==> config.mk <==
export PLATFORM = sky130hd
export DESIGN_NAME = mul4_vector_scorer
export DESIGN_NICKNAME = d
export VERILOG_FILES = /design/src/rtl/mul4_scorer_pkg.sv /design/src/rtl/mul4_vector_scorer_popcount64.sv /design/src/rtl/mul4_vector_scorer.sv
export SDC_FILE = /design/constraint.sdc
export NUM_CORES = 2
export LEC_CHECK = 0
export CAP_MARGIN = 30
export CORE_MARGIN = 10
export CORE_UTILIZATION = 42
export DETAILED_ROUTE_END_ITERATION = 6
export PLACE_DENSITY_LB_ADDON = 0.12
export SLEW_MARGIN = 0
export SYNTH_ARGS = -nofsm -noshare
export SYNTH_HDL_FRONTEND = slang
export SYNTH_SLANG_ARGS = --single-unit
==> constraint.sdc <==
create_clock -name clk -period 35.3 [get_ports clk]
set_clock_uncertainty 0.15 [all_clocks]
set_input_delay 3.53 -clock clk [delete_from_list [all_inputs] [get_ports clk]]
set_output_delay 3.53 -clock clk [all_outputs]
set_load 0.1 [all_outputs]
==> src/rtl/mul4_scorer_pkg.sv <==
// rtl/mul4_scorer_pkg.sv - shared constants, state type and LFSR step for the multiplier scorer
package mul4_scorer_pkg;

   localparam int LIMB_W = 16;
   localparam int VEC_W  = 4 * LIMB_W;

   // Fibonacci taps 64,63,61,60 expressed as bit positions 63,62,60,59
   localparam logic [63:0] LFSR_TAPS    = 64'hD800_0000_0000_0000;
   localparam logic [63:0] DEFAULT_SEED = 64'hACE1_0F0F_1234_5678;

   typedef enum logic [1:0] {IDLE, RUN, DRAIN, DONE} state_t;

   function automatic logic [63:0] lfsr_next(input logic [63:0] s);
      return {s[62:0], ^(s & LFSR_TAPS)};
   endfunction

endpackage

==> src/rtl/mul4_vector_scorer_popcount64.sv <==
// rtl/mul4_vector_scorer_popcount64.sv - combinational 64-bit population count
module popcount64
   import mul4_scorer_pkg::*;
(
   input  logic [VEC_W-1:0] data,
   output logic [6:0]       count
);

   always_comb begin
      count = '0;
      for (int i = 0; i < VEC_W; i++) begin
         count = count + {6'd0, data[i]};
      end
   end

endmodule

==> src/rtl/mul4_vector_scorer.sv <==
// rtl/mul4_vector_scorer.sv - drives LFSR operand vectors into a multiplier candidate and scores its results
module mul4_vector_scorer #(
   parameter int          LIMB_W       = 16,
   parameter int          NUM_VECTORS  = 256,
   parameter logic [63:0] DEFAULT_SEED = 64'hACE1_0F0F_1234_5678,
   parameter int          SCORE_W      = $clog2(NUM_VECTORS * 4 * LIMB_W + 1),
   parameter int          CNT_W        = $clog2(NUM_VECTORS + 1)
) (
   input  logic                  clk,
   input  logic                  rst,
   input  logic                  start,
   input  logic [4*LIMB_W-1:0]   seed,
   output logic [LIMB_W-1:0]     a1,
   output logic [LIMB_W-1:0]     a0,
   output logic [LIMB_W-1:0]     b1,
   output logic [LIMB_W-1:0]     b0,
   input  logic [LIMB_W-1:0]     y3,
   input  logic [LIMB_W-1:0]     y2,
   input  logic [LIMB_W-1:0]     y1,
   input  logic [LIMB_W-1:0]     y0,
   output logic                  busy,
   output logic                  done,
   output logic [SCORE_W-1:0]    score,
   output logic [CNT_W-1:0]      exact_count
);

   import mul4_scorer_pkg::*;

   localparam logic [CNT_W-1:0] LAST_VEC = CNT_W'(NUM_VECTORS - 1);

   state_t               state;
   logic [63:0]          lfsr;
   logic [63:0]          lfsr_step;
   logic [63:0]          seed_eff;
   logic [4*LIMB_W-1:0]  ops;
   logic [CNT_W-1:0]     vec_cnt;
   logic [4*LIMB_W-1:0]  golden;
   logic [4*LIMB_W-1:0]  match;
   logic [6:0]           pop;
   logic                 s1_valid;
   logic                 s1_all;
   logic [6:0]           s1_pop;

   assign {a1, a0, b1, b0} = ops;

   assign golden   = (4*LIMB_W)'({a1, a0}) * (4*LIMB_W)'({b1, b0});
   assign match    = ~({y3, y2, y1, y0} ^ golden);
   assign seed_eff = (seed == '0) ? DEFAULT_SEED : seed;
   assign lfsr_step = lfsr_next(lfsr);

   popcount64 u_popcount (
      .data  (match),
      .count (pop)
   );

   always_ff @(posedge clk) begin
      if (rst) begin
         state       <= IDLE;
         lfsr        <= DEFAULT_SEED;
         ops         <= '0;
         vec_cnt     <= '0;
         busy        <= 1'b0;
         done        <= 1'b0;
         score       <= '0;
         exact_count <= '0;
         s1_valid    <= 1'b0;
         s1_all      <= 1'b0;
         s1_pop      <= '0;
      end else begin
         s1_valid <= (state == RUN);
         s1_pop   <= pop;
         s1_all   <= &match;

         if (s1_valid) begin
            score <= score + SCORE_W'(s1_pop);
            if (s1_all) begin
               exact_count <= exact_count + CNT_W'(1);
            end
         end

         case (state)
            IDLE, DONE: begin
               if (start) begin
                  lfsr        <= seed_eff;
                  ops         <= seed_eff;
                  vec_cnt     <= '0;
                  score       <= '0;
                  exact_count <= '0;
                  done        <= 1'b0;
                  busy        <= 1'b1;
                  state       <= RUN;
               end
            end
            RUN: begin
               lfsr    <= lfsr_step;
               vec_cnt <= vec_cnt + CNT_W'(1);
               // The last vector stays on the operand bus through DRAIN and DONE
               if (vec_cnt == LAST_VEC) begin
                  state <= DRAIN;
               end else begin
                  ops <= lfsr_step;
               end
            end
            DRAIN: begin
               busy  <= 1'b0;
               done  <= 1'b1;
               state <= DONE;
            end
            default: state <= IDLE;
         endcase
      end
   end

endmodule

# --- Word-level counts from Yosys, hierarchy flattened ---
# Index checks and enable logic that the tools add are counted.
word_totals:
  ff_bits: 174
  inputBits: 131
  out_inout_bits: 90
  elab_cells: 119
op_classes:
  addsub: 66
  mul: 1
  n_eq_ne: 7
  muxes: 21
  bitwise: 2
  n_reduce_logical: 11
op_table:
  columns: ["op", "n"]
  rows:
  - ["adder 7 x 1 -> 7 bit", 62]
  - ["one-hot mux 64 bit (2 select lines)", 2]
  - ["2-to-1 mux 64 bit", 3]
  - ["zero test 64 bit", 1]
  - ["multiplier 32 x 32 -> 64 bit", 1]
  - ["inverter 64 bit", 1]
  - ["AND reduction 64 bit", 1]
  - ["XOR reduction 64 bit", 1]
  - ["bitwise XOR 64 bit", 1]
  - ["2-to-1 mux 15 bit", 3]
  - ["2-to-1 mux 9 bit", 5]
  - ["adder 9 x 1 -> 9 bit (second input constant)", 2]
  - ["one-hot mux 9 bit (2 select lines)", 1]
  - ["adder 15 x 7 -> 15 bit", 1]
  - ["== test 9 x 8 -> 1 bit (second input constant)", 1]
  - ["one-hot mux 2 bit (3 select lines)", 1]
  - ["AND reduction 2 bit", 3]
  - ["== test 2 bit (second input constant)", 2]
  - ["2-to-1 mux 2 bit", 2]
  - ["!= test 2 bit (second input constant)", 2]
  - ["one-hot mux 1 bit (2 select lines)", 2]
  - ["nonzero test 2 bit", 2]
  - ["AND reduction 3 bit", 1]
  - ["adder 1 x 1 -> 2 bit", 1]
  - ["other kinds (5)", 6]

# --- Logic depth before layout (Yosys ltp) ---
logic_depth:
  depth_word: 66
  ltp_mapped: 46
  ltp_nobuf: 44

# --- By module ---
# From an unflattened synthesis, not the netlist that was laid out.
unflattened:
  hier_cells: 4824
  hier_area_um2: 43088.8
modules_own_cells:
  columns: ["module", "instances", "cells_each", "area_per_inst_um2", "seq_area_each_um2"]
  rows:
  - ["mul4_vector_scorer", 1, 4631, 41265.8, 3483.3]
  - ["popcount64", 1, 193, 1823.0, 0.0]

# --- Worst setup path before layout ---
# Ideal clock, no wire load.
synth_path:
  path_type: "reg-to-reg"
  start: "reg ops[52]"
  end: "reg s1_pop[5]"
  setup_time_ps: 128
  t_arrival_ps: 12602
  required_time_ps: 35022
  path_slack_ps: 22421
  path_stages_with_launch: 44
  n_path_buf: 2
  synth_period_minus_slack_ps: 12879
  path_cell_list: "dfxtp_1 > clkbuf_1 > nand2_1 > fa_1 > inv_1 > fa_1 > inv_1 > fa_1 > fa_1 > inv_1 > fa_1 > fa_1 > fa_1 > inv_1 > fa_1 > inv_1 > ha_1 > clkbuf_1 > [... 8 more ...] > fa_1 > fa_1 > inv_1 > fa_1 > inv_1 > fa_1 > fa_1 > fa_1 > fa_1 > inv_1 > fa_1 > fa_1 > a21o_1 > a21o_1 > a21o_1 > a21oi_1 > xor2_1 > nor2_1"
synth_via:
  elab_chain_cells: 47
synth_rtl:
  columns: ["item", "line_no", "rtl"]
  rows:
  - ["start, declared", "mul4_vector_scorer.sv:35", "logic [4*LIMB_W-1:0] ops;"]
  - ["start signal, assigned", "mul4_vector_scorer.sv:101", "ops <= lfsr_step;"]
  - ["multiplier 32 x 32 -> 64 bit *", "mul4_vector_scorer.sv:46", "assign golden = (4*LIMB_W)'({a1, a0}) * (4*LIMB_W)'({b1, b0});"]
  - ["bitwise XOR 64 bit *", "mul4_vector_scorer.sv:47", "assign match = ~({y3, y2, y1, y0} ^ golden);"]
  - ["inverter 64 bit *", "mul4_vector_scorer.sv:47", null]
  - ["adder 7 x 1 -> 7 bit (43 in a row)", "mul4_vector_scorer_popcount64.sv:12", "count = count + {6'd0, data[i]};"]
  - ["adder 7 x 1 -> 7 bit *", "mul4_vector_scorer_popcount64.sv:12", null]
  - ["end signal, assigned", "mul4_vector_scorer.sv:71", "s1_pop <= pop;"]
  - ["end, declared", "mul4_vector_scorer.sv:42", "logic [6:0] s1_pop;"]
# Mark *: on every way between the ends. The rest lies on a longest branch, timed or not.
# A chain may end at the register's enable or synchronous reset.

# --- Worst setup path after layout ---
layout_path:
  start: "reg ops[5]"
  end: "reg s1_pop[5]"
layout_via:
  elab_chain_cells: 62
layout_rtl:
  columns: ["item", "line_no"]
  rows:
  - ["multiplier 32 x 32 -> 64 bit *", "mul4_vector_scorer.sv:46"]
  - ["bitwise XOR 64 bit *", "mul4_vector_scorer.sv:47"]
  - ["inverter 64 bit *", "mul4_vector_scorer.sv:47"]
  - ["adder 7 x 1 -> 7 bit (58 in a row)", "mul4_vector_scorer_popcount64.sv:12"]
  - ["adder 7 x 1 -> 7 bit *", "mul4_vector_scorer_popcount64.sv:12"]
# Marked as above.

==> results by group <==
Worst setup path
  – Reg2Reg Setup Slack: 21.79 ns
  – Crit path to: s1_pop[5]$_SDFF_PP0_
  – Worst R2R Path Depth: 41
  – Slowest cell on crit path: dfxtp_1
  – CP Max Fanout: 31
  – Crit path top cell by count: fa_1
  – Worst EP required: 35.48 ns
  – Critical Path Max Stage Delay: 0.62 ns
  – Crit path kind: register to register
  – Startpoint Class: register
  – CP Launch Point: ops[5]$_SDFFE_PP0P_
  – Worst EP arrival: 13.68 ns
  – R2R Path Start: ops[5]$_SDFFE_PP0P_
  – CP Capture Type: register
  – Reg2reg end: s1_pop[5]$_SDFF_PP0_

Floorplan
  – Die Height: 339 um
  – Core area: 101000 sq um
  – Die area: 115000 sq um
  – Width of the die: 339 um
  – Starting Density: 42.5%
  – Num ports: 221
  – Row count: 116

STA
  – Tcrit/Tclk final: 38.3%
  – Final WS setup: 21.79 ns
  – Worst Max-Slew Pin Slew: 1.02 ns
  – Final Critical Period: 13.51 ns
  – RSZ-0062 raised after global routing: no
  – Rel. slew slack: 31.6%
  – Final Slew Violations: 0
  – Max Fclk: 74.0 MHz
  – # setup viols final: 0
  – Final Hold Fails: 0
  – Fin Setup TNS: 0 ns
  – Min Hold Slack: 0.317 ns

Final layout
  – Fin util: 46.9%
  – Nets: 6205
  – Layout cell share with drive strength beyond 1: 2.87%
  – Area Growth Syn to Fin: 10.3%
  – Fillers: 9738

Placement
  – Placer Congestion: 0.922
  – Port-buffer cells: 220
  – Hpwl dp: 104 mm
  – Worst slack at placement: 21.83 ns

CTS
  – Postcts setup bufs: 0
  – Max Buffers Root-to-Sink: 2
  – Sink Count: 174
  – Hold buffers post-CTS: 0
  – Post_cts resized: 0
  – Clock-pin slew on the worst setup and hold paths: 0.09 ns
  – Root buf cell: clkbuf_16
  – Clk Latency, worst-skew pair: 0.47 ns
  – CTS buffer count: 17
  – CTS tree: done
  – H-tree levels: 4

Routing
  – WL final: 128 mm
  – Post-route antenna net violation count: 0
  – DRC viols: 0
  – Iter 0 DRT Violations: 1858
  – Via count: 31920
  – Routed wire length per instance: 20.6 um
  – Vias per cell: 5.15
  – DR pass1 iterations: 5

Logic synthesis
  – Mean Syn Cell Area: 8.94 sq um
  – Async SR Flop Fraction: 0%
  – Synth cell types: 72
  – Number of synthesized flops with an enable pin: 0
  – Sequential fraction of the synthesis area: 8.15%
  – Most used DFF post-synth: dfxtp_1
  – Synth Instances: 4781
  – Yosys top cell area share: 44.6%
  – Yosys top cell by area: fa_1
  – Post-Syn Nets: 6155
  – Synthesis-stage register bit count: 174
  – Cell Area, Synth: 42700 sq um
  – Ys Warns: 0
  – Leading post-synthesis cells by cell area: fa_1, ha_1, inv_1, dfxtp_1, and2_1

Global routing
  – Gr ovfl total: 0
  – First-pass GRT wire length: 206 mm
  – Largest net degree at the start of global routing: 92
  – Initial antenna violation count: 4
  – Number of global-route vias before repair: 35463
  – Gr usage total: 22.6%

Status
  – Status: complete, no violations

Flow run
  – MaxCap Viol Count: 0

Min path
  – Worst hold path type: register to register
[state kept, by name (all words and copies together), names as in the netlist]
| signal | count |
|---|---|
| lfsr | 64 |
| busy | 1 |
| score | 15 |
| ops | 64 |
| s1_pop | 7 |
| s1_valid | 1 |
| done | 1 |
| vec_cnt | 9 |
| exact_count | 9 |
| s1_all | 1 |
| state | 2 |
[per-stage QoR]
stage	instances	instance area (sq um)
after floorplan	4781	42700
after global placement	6156	46200
after detailed placement	6167	46500
after CTS	6199	47100
after global routing	6201	47100
final	6203	47100
[layout by cell type (no fill, tap or decap), types with 4 or more instances in the layout]
cell type        instances
a211o_1                 30
a211oi_1                79
a21o_1                  24
a21oi_1                124
a31oi_1                  7
and2_1                 514
and3_1                  11
and4_1                   4
buf_16                  13
buf_4                   75
clkbuf_16               17
clkdlybuf4s50_1        217
dfxtp_1                174
fa_1                   951
ha_1                   291
inv_1                  947
inv_6                    4
inv_8                    4
mux2i_1                 40
nand2_1                599
nand2b_1                14
nand3_1                 20
nand4_1                 28
nor2_1                 268
nor2b_1                 12
nor3_1                  18
nor4_1                  22
o211ai_1                 7
o21a_1                  11
o21ai_0                 38
o21ai_1                 11
o21bai_1                12
o22ai_1                 29
xnor2_1                 95
xor2_1                  61
[worst min path at each step]
stage                                     start                     to  slack [ns]  cells past startpoint
after floorplan           lfsr[10]$_SDFFE_PP1P_  lfsr[10]$_SDFFE_PP1P_        0.29                      1
after global placement    lfsr[12]$_SDFFE_PP1P_  lfsr[12]$_SDFFE_PP1P_        0.29                      1
after detailed placement  lfsr[21]$_SDFFE_PP1P_  lfsr[21]$_SDFFE_PP1P_        0.30                      1
after CTS                 lfsr[48]$_SDFFE_PP1P_  lfsr[48]$_SDFFE_PP1P_        0.32                      1
after global routing      lfsr[28]$_SDFFE_PP1P_  lfsr[28]$_SDFFE_PP1P_        0.34                      1
final                     lfsr[12]$_SDFFE_PP1P_  lfsr[12]$_SDFFE_PP1P_        0.32                      1
[per-layer routing]
layer  wire [um]  global-route usage (%)  vias up
met3        5910                    2.46      151
met1       55600                    29.8    16577
met5           8                       0        -
met2       63000                    39.1      741
li1            -                       -    14449
met4        3400                    6.13        2
[worst max-delay path: cells and delay by family, from the launching register on]
kind                       cells  cell delay, ns
AOI/OAI and AO/OA              6            1.31
DFF                            1            0.62
xor gates and xnor gates       1            0.17
buffers and inverters          9            0.84
adders and majority gates     18            8.62
and+or+nand+nor                7            1.61
[synthesized netlist by cell type, drive strengths merged, types with 3 or more instances]
| library cell | n |
|---|---|
| nand3 | 22 |
| a21boi | 3 |
| a21oi | 125 |
| dfxtp | 174 |
| o31ai | 3 |
| and4 | 4 |
| a2111oi | 4 |
| o221ai | 3 |
| and2 | 514 |
| o21bai | 12 |
| o21ai | 52 |
| nand2 | 600 |
| o22ai | 29 |
| a31oi | 7 |
| nand4 | 28 |
| o31a | 3 |
| or3 | 4 |
| and3 | 11 |
| nor3 | 18 |
| inv | 948 |
| o21a | 11 |
| o211ai | 7 |
| nand2b | 14 |
| a21o | 24 |
| nor2b | 12 |
| a211o | 30 |
| buf | 20 |
| xor2 | 61 |
| fa | 951 |
| xnor2 | 95 |
| mux2i | 40 |
| nor4 | 22 |
| clkbuf | 254 |
| o211a | 3 |
| nor2 | 268 |
| o2111ai | 3 |
| a211oi | 80 |
| or2 | 3 |
| ha | 292 |
[cell type report]
cell class	count	area, sq um	share of cell area [%]
clock buffer	17	425	0.902
tap	1357	1700	3.60
sequential	174	3480	7.39
timing repair buffer	305	3090	6.56
clock inverter	15	193	0.409
multi-input combinational	3385	34700	73.6
inverter	948	3560	7.55
antenna	2	5.00	0.0106
[kinds of logic (layout without fill, tap and decap cells)]
logic type      count (synthesis)  in the layout  share of synthesized area (%)
other cells                     0              2                              0
simple gates                 1531           1531                           17.3
fa+ha+maj                    1243           1243                           53.1
xor+xnor                      156            156                           3.20
compound gates                415            415                           6.48
buf+inv                      1222           1285                           10.8
mux                            40             40                          0.937
flops                         174            174                           8.15
Power is left out: the tool's default activity adds up to more than one toggle a clock period on the data nets, which glitch-free logic cannot reach.
